$ cat src/rtl/sys_array_tile_sched.sv
// Tile scheduler: walks C = A*B in output tiles of up to ARRAY_W x ARRAY_L and
// K-chunks of up to ARRAY_K, issuing one tile pass at a time to the array.
module sys_array_tile_sched #(
  parameter int ARRAY_W = 4,
  parameter int ARRAY_L = 4,
  parameter int ARRAY_K = 4,
  parameter int DIM_W   = 16
) (
  input  logic                           clk,
  input  logic                           reset_n,
  input  logic                           start,
  input  logic                           abort,
  input  logic [DIM_W-1:0]               ARRAY_A_W,
  input  logic [DIM_W-1:0]               ARRAY_A_L,
  input  logic [DIM_W-1:0]               ARRAY_W_W,
  input  logic [DIM_W-1:0]               ARRAY_W_L,
  input  logic                           tile_done,
  output logic                           tile_start,
  output logic [DIM_W-1:0]               row_off,
  output logic [DIM_W-1:0]               col_off,
  output logic [DIM_W-1:0]               k_off,
  output logic [$clog2(ARRAY_W+1)-1:0]   tile_rows,
  output logic [$clog2(ARRAY_L+1)-1:0]   tile_cols,
  output logic [$clog2(ARRAY_K+1)-1:0]   tile_k,
  output logic                           acc_clear,
  output logic                           acc_store,
  output logic                           busy,
  output logic                           ready,
  output logic                           err,
  output logic [DIM_W-1:0]               tile_cnt,
  output logic [2:0]                     state_dbg
);
  localparam int RW = $clog2(ARRAY_W + 1);
  localparam int CW = $clog2(ARRAY_L + 1);
  localparam int KW = $clog2(ARRAY_K + 1);

  // Handshake: tile_start pulses for exactly one cycle (ISSUE) with the tile
  // fields valid; the array answers with a one-cycle tile_done, honoured only
  // in WAIT. Fields hold their value until the next tile_start.
  typedef enum logic [2:0] {
    S_IDLE  = 3'd0,
    S_CHECK = 3'd1,
    S_ISSUE = 3'd2,
    S_WAIT  = 3'd3,
    S_NEXT  = 3'd4,
    S_DONE  = 3'd5
  } state_t;

  state_t state, state_nx;

  logic [DIM_W-1:0] m_r, k_r, ww_r, n_r;
  logic [DIM_W:0]   row_sum, col_sum, k_sum;
  logic             row_wrap, col_wrap, k_wrap, dims_bad, take_start;
  logic [DIM_W-1:0] nrow, ncol, nk;
  logic [DIM_W:0]   rem_r, rem_c, rem_k;
  logic [RW-1:0]    n_rows;
  logic [CW-1:0]    n_cols;
  logic [KW-1:0]    n_k;

  assign take_start = start && !abort && (state == S_IDLE || state == S_DONE);
  assign dims_bad   = (m_r == '0) || (k_r == '0) || (n_r == '0) || (ww_r != k_r);

  // Sums carry one extra bit so wrap detection is exact near 2^DIM_W-1.
  assign row_sum  = {1'b0, row_off} + (DIM_W+1)'(ARRAY_W);
  assign col_sum  = {1'b0, col_off} + (DIM_W+1)'(ARRAY_L);
  assign k_sum    = {1'b0, k_off}   + (DIM_W+1)'(ARRAY_K);
  assign row_wrap = row_sum >= {1'b0, m_r};
  assign col_wrap = col_sum >= {1'b0, n_r};
  assign k_wrap   = k_sum   >= {1'b0, k_r};

  always_comb begin
    state_nx = state;
    case (state)
      S_IDLE:  if (start) state_nx = S_CHECK;
      S_CHECK: state_nx = dims_bad ? S_DONE : S_ISSUE;
      S_ISSUE: state_nx = S_WAIT;
      S_WAIT:  if (tile_done) state_nx = S_NEXT;
      S_NEXT:  state_nx = (k_wrap && col_wrap && row_wrap) ? S_DONE : S_ISSUE;
      S_DONE:  if (start) state_nx = S_CHECK;
      default: state_nx = S_IDLE;
    endcase
    if (abort) state_nx = S_IDLE;
  end

  // Offsets of the tile about to be issued: k innermost, then col, then row.
  always_comb begin
    nrow = row_off;
    ncol = col_off;
    nk   = k_off;
    if (state == S_CHECK) begin
      nrow = '0;
      ncol = '0;
      nk   = '0;
    end else if (!k_wrap) begin
      nk = k_sum[DIM_W-1:0];
    end else begin
      nk = '0;
      if (!col_wrap) begin
        ncol = col_sum[DIM_W-1:0];
      end else begin
        ncol = '0;
        nrow = row_sum[DIM_W-1:0];
      end
    end
  end

  assign rem_r  = {1'b0, m_r} - {1'b0, nrow};
  assign rem_c  = {1'b0, n_r} - {1'b0, ncol};
  assign rem_k  = {1'b0, k_r} - {1'b0, nk};
  assign n_rows = (rem_r >= (DIM_W+1)'(ARRAY_W)) ? RW'(ARRAY_W) : rem_r[RW-1:0];
  assign n_cols = (rem_c >= (DIM_W+1)'(ARRAY_L)) ? CW'(ARRAY_L) : rem_c[CW-1:0];
  assign n_k    = (rem_k >= (DIM_W+1)'(ARRAY_K)) ? KW'(ARRAY_K) : rem_k[KW-1:0];

  always_ff @(posedge clk or negedge reset_n) begin
    if (!reset_n) begin
      state     <= S_IDLE;
      m_r       <= '0;
      k_r       <= '0;
      ww_r      <= '0;
      n_r       <= '0;
      row_off   <= '0;
      col_off   <= '0;
      k_off     <= '0;
      tile_rows <= '0;
      tile_cols <= '0;
      tile_k    <= '0;
      acc_clear <= 1'b0;
      acc_store <= 1'b0;
      err       <= 1'b0;
      tile_cnt  <= '0;
    end else begin
      state <= state_nx;
      if (take_start) begin
        m_r      <= ARRAY_A_W;
        k_r      <= ARRAY_A_L;
        ww_r     <= ARRAY_W_W;
        n_r      <= ARRAY_W_L;
        tile_cnt <= '0;
      end else if (state == S_WAIT && tile_done && !abort) begin
        tile_cnt <= tile_cnt + DIM_W'(1);
      end
      if (abort || take_start) err <= 1'b0;
      else if (state == S_CHECK && dims_bad) err <= 1'b1;
      // Fields load only on the edge into ISSUE, so they are stable otherwise.
      if (state_nx == S_ISSUE) begin
        row_off   <= nrow;
        col_off   <= ncol;
        k_off     <= nk;
        tile_rows <= n_rows;
        tile_cols <= n_cols;
        tile_k    <= n_k;
        acc_clear <= (nk == '0);
        acc_store <= (rem_k <= (DIM_W+1)'(ARRAY_K));
      end
    end
  end

  assign tile_start = (state == S_ISSUE);
  assign busy       = (state == S_CHECK) || (state == S_ISSUE) ||
                      (state == S_WAIT)  || (state == S_NEXT);
  assign ready      = (state == S_DONE);
  assign state_dbg  = state;
endmodule

$ cat config.mk
export PLATFORM = sky130hd
export DESIGN_NAME = sys_array_tile_sched
export DESIGN_NICKNAME = d
export VERILOG_FILES = /design/src/rtl/sys_array_tile_sched.sv
export SDC_FILE = /design/constraint.sdc
export NUM_CORES = 1
export LEC_CHECK = 0
export CAP_MARGIN = 20
export CORE_MARGIN = 2
export CORE_UTILIZATION = 45
export CTS_CLUSTER_DIAMETER = 50
export DETAILED_ROUTE_END_ITERATION = 8
export PLACE_DENSITY = 0.68
export SYNTH_ARGS = -nofsm -noshare
export SYNTH_HDL_FRONTEND = slang
export SYNTH_SLANG_ARGS = --single-unit
$ cat constraint.sdc
create_clock -name clk -period 7.43 [get_ports clk]
set_clock_uncertainty 0.15 [all_clocks]
set_input_delay 0.743 -clock clk [delete_from_list [all_inputs] [get_ports clk]]
set_output_delay 0.743 -clock clk [all_outputs]
set_load 0.02 [all_outputs]
# Word-level counts from Yosys, hierarchy flattened
# Cells that the tools add are included.
dict set report word_totals {
  regBits 143
  input_bits 69
  out_inout_bits 82
}
dict set report classes {
  add_sub_neg 7
  magnitude_cmp 7
  n_eq_ne 7
  mux 21
  reduce_logical 24
}
# cell n
set ops {}
lappend ops {{16-bit 2-to-1 mux} 10}
lappend ops {{16-bit logical NOT} 4}
lappend ops {{16-bit by 3-bit adder with 17-bit output, second input constant} 3}
lappend ops {{17-bit by 16-bit greater-or-equal comparator with 1-bit output} 3}
lappend ops {{17-bit by 3-bit greater-or-equal comparator with 1-bit output, second input constant} 3}
lappend ops {{16-bit by 16-bit subtractor with 17-bit output} 3}
lappend ops {{3-bit 2-to-1 mux} 8}
lappend ops {{17-bit by 3-bit <= comparator with 1-bit output, second input constant} 1}
lappend ops {{16-bit by 1-bit adder with 16-bit output, second input constant} 1}
lappend ops {{16-bit != test} 1}
lappend ops {{3-bit case mux with 5 select lines} 1}
lappend ops {{3-bit by 2-bit == test with 1-bit output, second input constant} 3}
lappend ops {{1-bit logical OR} 8}
lappend ops {{1-bit logical AND} 7}
lappend ops {{3-bit == test, second input constant} 2}
lappend ops {{2-bit nonzero test} 2}
lappend ops {{3-bit by 1-bit == test with 1-bit output, second input constant} 1}
lappend ops {{3-bit logical NOT} 1}
lappend ops {{1-bit 2-to-1 mux} 2}
lappend ops {{2-bit OR reduction} 1}
lappend ops {{1-bit logical NOT} 1}

# Depth between registers and ports, before layout
# Gate-level depths: netlist (run 1).
dict set report depth {
  depth_word 8
  ltp_mapped 26
  ltp_nobuf 25
}

# Worst setup path after synthesis (run 1)
# No wires, ideal clock.
dict set report synth_path {
  kind {register to register}
  start {register col_off[2]}
  end {register tile_cols[0]}
  setup_ns 0.110
  arrival_ns 5.731
  required_ns 7.170
  path_slack_ns 1.439
  path_stages_with_launch 27
  path_buffers 3
  synth_period_minus_slack_ns 5.991
  path_cell_list {dfrtp_1 -> ha_1 -> and3_1 -> and3_1 -> and3_1 -> nand3_1 -> xnor2_1 -> ha_1 -> nand3_1 -> a21boi_0 -> o31a_1 -> a311o_1 -> o22ai_2 -> and2_1 -> buf_2 -> buf_2 -> nand2_1 -> ha_1 -> buf_6 -> and3b_1 -> a211o_1 -> or4_1 -> nor4_2 -> and3_1 -> nand4_1 -> or3b_1 -> o41ai_1}
}
dict set report synth_via {
  elab_chain_cells 8
}
# element line_no
set synth_lines {}
lappend synth_lines {{from (decl)} 20} ;# output logic [DIM_W-1:0] col_off,
lappend synth_lines {{from (signal assigned)} 147} ;# col_off <= ncol;
lappend synth_lines {{16-bit by 3-bit adder with 17-bit output} 65} ;# assign col_sum = {1'b0, col_off} + (DIM_W+1)'(ARRAY_L);
lappend synth_lines {{17-bit by 16-bit greater-or-equal comparator with 1-bit output} 68} ;# assign col_wrap = col_sum >= {1'b0, n_r};
lappend synth_lines {{16-bit 2-to-1 mux / 1-bit logical AND (equally long branches)} {98, 78}}
lappend synth_lines {{16-bit 2-to-1 mux / 1-bit logical AND (equally long branches)} {94, 78}}
lappend synth_lines {{16-bit 2-to-1 mux / 3-bit 2-to-1 mux (equally long branches)} {90, 78}}
lappend synth_lines {{16-bit by 16-bit subtractor with 17-bit output / 3-bit case mux with 5 select lines (equally long branches)} {108, 73}}
lappend synth_lines {{17-bit by 3-bit greater-or-equal comparator with 1-bit output / 3-bit 2-to-1 mux (equally long branches)} {111, 82}}
lappend synth_lines {{3-bit 2-to-1 mux / 3-bit by 2-bit == test with 1-bit output (equally long branches)} {111, 145}}
lappend synth_lines {{to (signal assigned)} 150} ;# tile_cols <= n_cols;
lappend synth_lines {{to (decl)} 23} ;# output logic [$clog2(ARRAY_L+1)-1:0] tile_cols,
# Parallel ways exist; a longest one is shown, timed or not.
# A chain may end at the register's enable or synchronous reset.

# Final worst setup path (run 1)
dict set report layout_path {
  start {register col_off[2]}
  end {register tile_cols[1]}
}
# The elaborated chain is that of the path after synthesis.

==> impl_summary.txt, run 1 <==
----------------------------------------------------
[Finish]
  Share of cells above drive strength 1 ... 5.878%
  Core Util, Final ... 55.61%
  Fill cells ... 2159
  Total Nets Final ... 1573
  Ant. Diodes ... 0
  Synthesis-to-finish area growth ... 20.70%

[Logic synthesis]
  Most used standard cells in the synthesized netlist ... nand2_1, dfrtp_1, ha_1, o21ai_0, inv_1
  Sequential-to-total area share from yosys stat ... 32.90%
  Fraction of registers with async set or reset after synthesis ... 100.0%
  Number of enable-type register cells in the synthesized netlist ... 0
  Leading cell type by number of instances after synthesis ... nand2_1
  Cells after Synth ... 1274
  Number of register bits inferred by synthesis ... 143
  Post-synthesis cell area ... 10880 sq um
  Number of unique standard cell types used by synthesis ... 89
  Yosys synthesis warning count ... 0
  Most area-consuming cells after synthesis ... dfrtp_1, ha_1, nand2_1, xnor2_1, o21ai_0
  Most area-hungry cell type in the Yosys netlist ... dfrtp_1
  Most used flip-flop cell after synthesis ... dfrtp_1
  Share of the synthesized area in the top cell type ... 32.90%
  Post-synth net total ... 1446
  Synthesized area per cell ... 8.538 sq um

[Setup path]
  Worst reg-to-reg setup slack ... 0.71 ns
  Critical Path Source Type ... flop
  Largest fanout on the critical path ... 22
  CP arrival ... 6.88 ns
  CP peak stage delay ... 0.54 ns
  CP endpoint kind ... flop
  Startpoint-to-endpoint class of the critical path ... reg2reg
  Critical path cell sequence ... ha_1, and3_1, and3_1, and3_1, nand3_1, xnor2_1, ha_1, nand3_1, a21boi_0, o31a_1, a311o_1, o22ai_2, buf_4, and2_2, nand2_1, ha_1, and3b_1, a211o_1, or4_1, nor4_2, and3_1, nand4_1, or3b_1, o41ai_1
  Cell type with the highest occurrence count on the critical path ... and3_1
  Cell at the slowest stage of the critical path ... or4_1
  Depth of the most critical reg-to-reg path ... 24
  Critical path required time ... 7.59 ns

[Timing]
  Max Clock Freq ... 148.9 MHz
  RSZ-0062 raised after global routing ... no
  Tcrit/Tclk final ... 90.40%
  Max Transition Viols Final ... 0
  Smallest setup slack after layout ... 0.7131 ns
  Worst-margin pin slew ... 0.9365 ns
  Tightest hold margin ... 0.1776 ns
  Post-layout min period ... 6.717 ns
  Relative slew margins ... 37.43%
  Final sum of negative setup slack ... 0 ns
  Hold Vio Cnt, Final ... 0
  Final setup violation count ... 0

[Power and ir drop]
  Clock power frac ... 14.3%
  Sequential group share of total power ... 25.0%
  Proportion of total power due to net switching ... 47.28%
  Leakage power of the design ... 5.691 nW
  Internal power summed over all cells ... 2.854 mW
  Net switching power ... 2.559 mW
  Maximum resistive drop on vdd ... 158.9 uV
  Power density cells ... 412.2 nW/um^2
  Combinational fraction of design power ... 60.7%

[Global route]
  Congestion Overflow GR ... 0
  Number of antenna violations at the first check in global routing ... 0
  Maximum number of pins on one net before global-route repair ... 78
  Global-route wire length before repair ... 50.45 mm
  Number of global-route vias before repair ... 9354
  GRT Total Usage ... 24.41%

[CTS]
  Maximum root-to-sink buffer count ... 2
  Clock Sinks ... 143
  Number of hold buffers added after CTS ... 0
  Reg clk slew, reported paths ... 0.06 ns
  Insertion delay to the later sink of the worst-skew pair ... 0.42 ns
  Depth of the CTS H-tree ... 4
  Clk root buf ... clkbuf_16
  TritonCTS clock tree ... yes
  Number of CTS-inserted buffers ... 17

[Flow run]
  Max-cap violation count ... 0

[Detailed routing]
  Detailed-route via count ... 9804
  Router iterations before antenna repair ... 5
  DR DRC count ... 0
  Wirelength, routed ... 31.11 mm
  Final ANT Viol Nets ... 0
  Drt initial violations ... 733
  Mean number of vias per cell ... 5.664
  Average routed wire per standard cell ... 17.97 um

[Placement]
  Global placer's final weighted congestion ... 0.9193
  Worst setup timing slack at the placement stage ... 0.5509 ns
  Count of input and output buffers ... 150
  DP HPWL ... 23.78 mm

[Floorplanning]
  Initial cell density of the core ... 46.07%
  DIE HEIGHT ... 159.5 um
  I/O pin cnt ... 151
  Die width ... 159.5 um
  Standard-cell rows ... 56
  Placeable Area ... 23610 sq um
  Area enclosed by the die boundary ... 25430 sq um

[Outcome]
  Outcome ... complete, no violations

[Hold path]
  Classification of the worst-slack hold path ... in2async

----------------------------------------------------
[area by class of cell]
type	instances	area, sq um	area share [%]
Tap cell	319	399.1	3.040
Clock inverter	12	73.82	0.5622
Inverter	82	307.8	2.344
Multi-Input combinational cell	998	6761	51.50
Sequential cell	143	3578	27.25
Timing Repair Buffer	159	1570	11.96
Clock buffer	18	439.2	3.345
[per-stage QoR]
stage	power (mW)	area, sq um	instances
2_1_floorplan	3.629	10880	1274
3_3_place_gp	4.555	12620	1701
3_5_place_dp	4.579	12620	1701
4_1_cts	5.387	13130	1731
5_1_grt	5.846	13130	1731
6_report	5.412	13130	1731
[sequential cells by signal (all words and copies together), names as in the netlist, 3 cells and up]
signal,flops
col_off,16
m_r,16
k_r,16
tile_k,3
row_off,16
ww_r,16
n_r,16
k_off,16
state_dbg,3
tile_cols,3
tile_rows,3
tile_cnt,16
[cell families (layout without fill, tap and decap cells)]
logic type / after synthesis / after routing / synth area share, %
DFF: 143 / 143 / 32.90
adders and majority gates: 103 / 103 / 12.05
buffers and inverters: 133 / 271 / 5.072
AOI/OAI and AO/OA: 320 / 320 / 19.12
xor gates and xnor gates: 96 / 96 / 7.729
muxes: 27 / 27 / 2.737
and+or+nand+nor: 452 / 452 / 20.39
[worst paths after layout]
path	from	endpoint
min in group clk	tile_cols[1]$_DFFE_PN0N_	tile_cols[1]$_DFFE_PN0N_
min	reset_n	m_r[6]$_DFFE_PN0P_
min reg2reg	tile_cols[1]$_DFFE_PN0N_	tile_cols[1]$_DFFE_PN0N_
max	col_off[2]$_DFFE_PN0N_	tile_cols[1]$_DFFE_PN0N_
max in group asynchronous	reset_n	err$_DFFE_PN0P_
max reg2reg	col_off[2]$_DFFE_PN0N_	tile_cols[1]$_DFFE_PN0N_
[what timing repair did]
item / CTS / global route
setup endpoints to repair: 0 / 2
gates resized for setup: 0 / 1
buffers inserted: 0 / 0
[critical path: cells and delay by family (launching register included)]
| family | cells | cell delay [ns] |
|---|---|---|
| AOI/OAI and AO/OA | 6 | 1.34 |
| xor gates and xnor gates | 1 | 0.16 |
| adders and majority gates | 3 | 1.02 |
| buffers and inverters | 1 | 0.29 |
| DFF | 1 | 0.48 |
| and+or+nand+nor | 13 | 3.15 |
[power by group through the flow]
stage | Combinational, mW | Clock [mW] | Sequential, mW
floorplan | 2.29 | 0 | 1.33
global placement | 3.21 | 0 | 1.35
detailed placement | 3.22 | 0 | 1.36
CTS | 3.25 | 0.790 | 1.35
global route | 3.63 | 0.831 | 1.38
finish | 3.29 | 0.773 | 1.35
[cells in the final DEF (no fill, tap or decap), types with 44 or more instances in the layout]
cell	n
o21ai_1	44
inv_1	81
xnor2_1	60
o21ai_0	87
nand2_1	177
ha_1	100
clkdlybuf4s50_1	149
dfrtp_1	143
nor2_1	71
a21oi_1	47
[metal layers]
layer  routed length [um]  up-vias  GRT usage [%]
met5                    0        -              0
met4                  339        0          4.959
met3                 1838       22          4.480
met2                13950      326          38.80
met1                14980     4628          34.80
li1                     -     4828              -
Power figures use the tool's default switching activity.
==> run 2, diff against run 1 <==
--- a/config.mk
+++ b/config.mk
@@ -5,12 +5,13 @@
 export SDC_FILE = /design/constraint.sdc
 export NUM_CORES = 1
 export LEC_CHECK = 0
+export ABC_AREA = 1
 export CAP_MARGIN = 20
 export CORE_MARGIN = 2
 export CORE_UTILIZATION = 45
 export CTS_CLUSTER_DIAMETER = 50
 export DETAILED_ROUTE_END_ITERATION = 8
-export PLACE_DENSITY = 0.68
+export PLACE_DENSITY = 0.67
 export SYNTH_ARGS = -nofsm -noshare
 export SYNTH_HDL_FRONTEND = slang
 export SYNTH_SLANG_ARGS = --single-unit
==> run 2 against run 1 <==
Clock power grew 21%; final area grew 11%; clock-buffer cell count shrank 1; final cell count grew 37%; wire length grew 19%; register-to-register slack gained 0.44 ns; synthesized cell count grew 48%; first-iteration DRC count grew 33%; non-clock buffer count shrank 5; via count grew 27%; highest routed layer unchanged.
==> impl_summary.txt, run 2 <==
----------------------------------------------------
[Timing]
  Hold Vio Cnt, Final ... 0 (unchanged)
  RSZ-0062 raised after global routing ... no
  Max Transition Viols Final ... 0 (unchanged)
  Worst-margin pin slew ... 0.9403 ns (+0.003766 ns)
  Final setup violation count ... 0 (unchanged)
  Tcrit/Tclk final ... 84.44% (-6.0 points)
  Final sum of negative setup slack ... 0 ns (unchanged)
  Relative slew margins ... 37.31% (-0.12 points)
  Post-layout min period ... 6.274 ns (-0.4427 ns)
  Max Clock Freq ... 159.4 MHz (+7.1%)

[Setup path]
  CP peak stage delay ... 0.59 ns (+0.05 ns)
  CP endpoint kind ... flop
  Largest fanout on the critical path ... 27 (+23%)
  Critical path buffer and inverter count ... 3 (+2)
  Critical Path Source Type ... flop
  Cell type with the highest occurrence count on the critical path ... nand2_1
  Startpoint-to-endpoint class of the critical path ... reg2reg
  Critical path required time ... 7.66 ns (+0.07 ns)
  Cell at the slowest stage of the critical path ... nand2_1
  CP arrival ... 6.50 ns (-0.38 ns)
  CP top delay family ... simple AND/OR/NAND/NOR gates

[Finish]
  Highest-count cells in the layout ignoring fill and taps ... nand2_1, inv_1, nor2_1
  Fill cells ... 2668 (+24%)
  Total Nets Final ... 2189 (+39%)
  Synthesis-to-finish area growth ... 19.41%
  Ant. Diodes ... 0 (unchanged)
  Share of cells above drive strength 1 ... 3.498% (-2.4 points)
  Most common cell after layout, fill and taps aside ... nand2_1
  Post-route non-filler standard cell count ... 2371 (+37%)

[Power and ir drop]
  Maximum resistive drop on vdd ... 168.7 uV (+6.2%)
  Power density cells ... 356.7 nW/um^2 (-13%)
  Leakage power of the design ... 7.605 nW (+34%)

[Detailed routing]
  Final ANT Viol Nets ... 0 (unchanged)
  Mean number of vias per cell ... 5.245 (-7.4%)
  Detailed-route via count ... 12440 (+27%)
  Drt initial violations ... 974 (+33%)
  Wirelength, routed ... 37.08 mm (+19%)
  Router iterations before antenna repair ... 7 (+2)
  Average routed wire per standard cell ... 15.64 um (-13%)
  DR DRC count ... 0 (unchanged)

[Logic synthesis]
  Most used standard cells in the synthesized netlist ... nand2_1, inv_1, nor2_1, dfrtp_1, nand3_1
  Share of the synthesized area in the top cell type ... 29.37% (-3.5 points)
  Cells after Synth ... 1890 (+48%)
  Fraction of registers with async set or reset after synthesis ... 100.0% (unchanged)
  Sequential-to-total area share from yosys stat ... 29.37% (-3.5 points)
  Number of unique standard cell types used by synthesis ... 41 (-54%)
  Yosys synthesis warning count ... 0 (unchanged)
  Most used flip-flop cell after synthesis ... dfrtp_1
  Post-synth net total ... 2062 (+43%)
  Leading cell type by number of instances after synthesis ... nand2_1
  Most area-consuming cells after synthesis ... dfrtp_1, nand2_1, ha_1, inv_1, nor2_1
  Number of register bits inferred by synthesis ... 143 (unchanged)
  Synthesized area per cell ... 6.446 sq um (-25%)
  Most area-hungry cell type in the Yosys netlist ... dfrtp_1
  Post-synthesis cell area ... 12180 sq um (+12%)
  Number of enable-type register cells in the synthesized netlist ... 0 (unchanged)

[CTS]
  Number of instances resized during post-cts repair ... 0 (unchanged)
  TritonCTS clock tree ... yes
  Maximum root-to-sink buffer count ... 2 (unchanged)
  Number of hold buffers added after CTS ... 0 (unchanged)
  Post-CTS setup buffers ... 0 (unchanged)
  Reg clk slew, reported paths ... 0.07 ns (about the same)
  Clk root buf ... clkbuf_16
  Clock Sinks ... 143 (unchanged)
  Depth of the CTS H-tree ... 4 (unchanged)
  Insertion delay to the later sink of the worst-skew pair ... 0.45 ns (+0.03 ns)
  Number of CTS-inserted buffers ... 17 (unchanged)

[Flow run]
  Max-cap violation count ... 0 (unchanged)

[Global route]
  Met3 routing resource usage after global routing ... 3.554% (-0.93 points)
  Met2 Use GR ... 44.95% (+6.1 points)
  Global-route wire length before repair ... 60.73 mm (+20%)
  Number of global-route vias before repair ... 12100 (+29%)
  GRT Total Usage ... 26.58% (+2.2 points)
  Maximum number of pins on one net before global-route repair ... 87 (+12%)
  GRT busiest layer ... met2
  Met1 usage in global routing ... 34.63% (-0.17 points)
  Congestion Overflow GR ... 0 (unchanged)
  Number of antenna violations at the first check in global routing ... 0 (unchanged)

[Placement]
  Count of input and output buffers ... 150 (unchanged)
  DP HPWL ... 28.54 mm (+20%)
  Number of placed instances, taps included ... 2339 (+38%)
  Global placer's final weighted congestion ... 0.9847 (+7.1%)

[Floorplanning]
  DIE HEIGHT ... 168.5 um (+5.7%)
  Standard-cell rows ... 60 (+7.1%)
  Area enclosed by the die boundary ... 28410 sq um (+12%)
  Initial cell density of the core ... 45.46% (-0.61 points)
  I/O pin cnt ... 151 (unchanged)
  Die width ... 168.5 um (+5.7%)
  Placeable Area ... 26800 sq um (+14%)

[Hold path]
  Classification of the worst-slack hold path ... in2async

[Outcome]
  Outcome ... complete, no violations

----------------------------------------------------
## run 2: layer usage
metal  up-vias  wire length, um
met3        79             1726
li1       6280                -
met2       363            17280
met5         -                0
met1      5715            16960
met4         0             1113
## run 2: per-stage QoR
stage / setup WS [ns] / utilization (%) / instance area, sq um / power, mW / hold WS [ns]
2_1_floorplan: 2.910 / - / 12180 / 3.422 / 0.2974
3_3_place_gp: 1.270 / 51.99 / 13930 / 4.194 / 0.3071
3_5_place_dp: 1.222 / 51.99 / 13930 / 4.231 / 0.3138
4_1_cts: 1.175 / 54.28 / 14550 / 5.180 / 0.1892
5_1_grt: 0.5185 / 54.28 / 14550 / 5.697 / 0.2069
6_report: 1.156 / 54.28 / 14550 / 5.189 / 0.1388
## run 2: power by group
part | switching [mW] | internal [mW] | leakage [nW] | total, mW
sequential | 0.240 | 0.983 | 1.89 | 1.22
clock | 0.419 | 0.515 | 0.301 | 0.934
combinational | 1.95 | 1.08 | 5.42 | 3.03
## run 2: layout make-up
cell class / count / area, sq um / area share, %
Clock buffer: 17 / 425.4 / 2.924
Clock inverter: 15 / 187.7 / 1.290
Tap cell: 341 / 426.7 / 2.933
Sequential cell: 143 / 3578 / 24.60
Timing Repair Buffer: 154 / 1533 / 10.54
Multi-Input combinational cell: 1398 / 7259 / 49.90
Inverter: 303 / 1137 / 7.818
## run 2: cell families after synthesis
family	synth area share, %
AND/OR/NAND/NOR	37.31
buffers and inverters	11.10
AO/OA/AOI/OAI	7.857
flip-flops	29.37
adder cells (fa/ha/maj)	10.76
XOR/XNOR	3.595
## run 2: path summary, 6_finish.rpt
path | from | to | slack, ns | depth (start not counted)
max in group asynchronous | reset_n | k_off[0]$_DFFE_PN0N_ | 5.59 | 2
hold reg to reg | tile_cnt[15]$_DFFE_PN0P_ | tile_cnt[15]$_DFFE_PN0P_ | 0.32 | 1
hold / removal | reset_n | k_off[14]$_DFFE_PN0N_ | 0.14 | 1
setup reg to reg | k_off[2]$_DFFE_PN0N_ | tile_cols[0]$_DFFE_PN0N_ | 1.16 | 29
min in group clk | tile_cnt[15]$_DFFE_PN0P_ | tile_cnt[15]$_DFFE_PN0P_ | 0.32 | 1
setup / recovery | k_off[2]$_DFFE_PN0N_ | tile_cols[0]$_DFFE_PN0N_ | 1.16 | 29
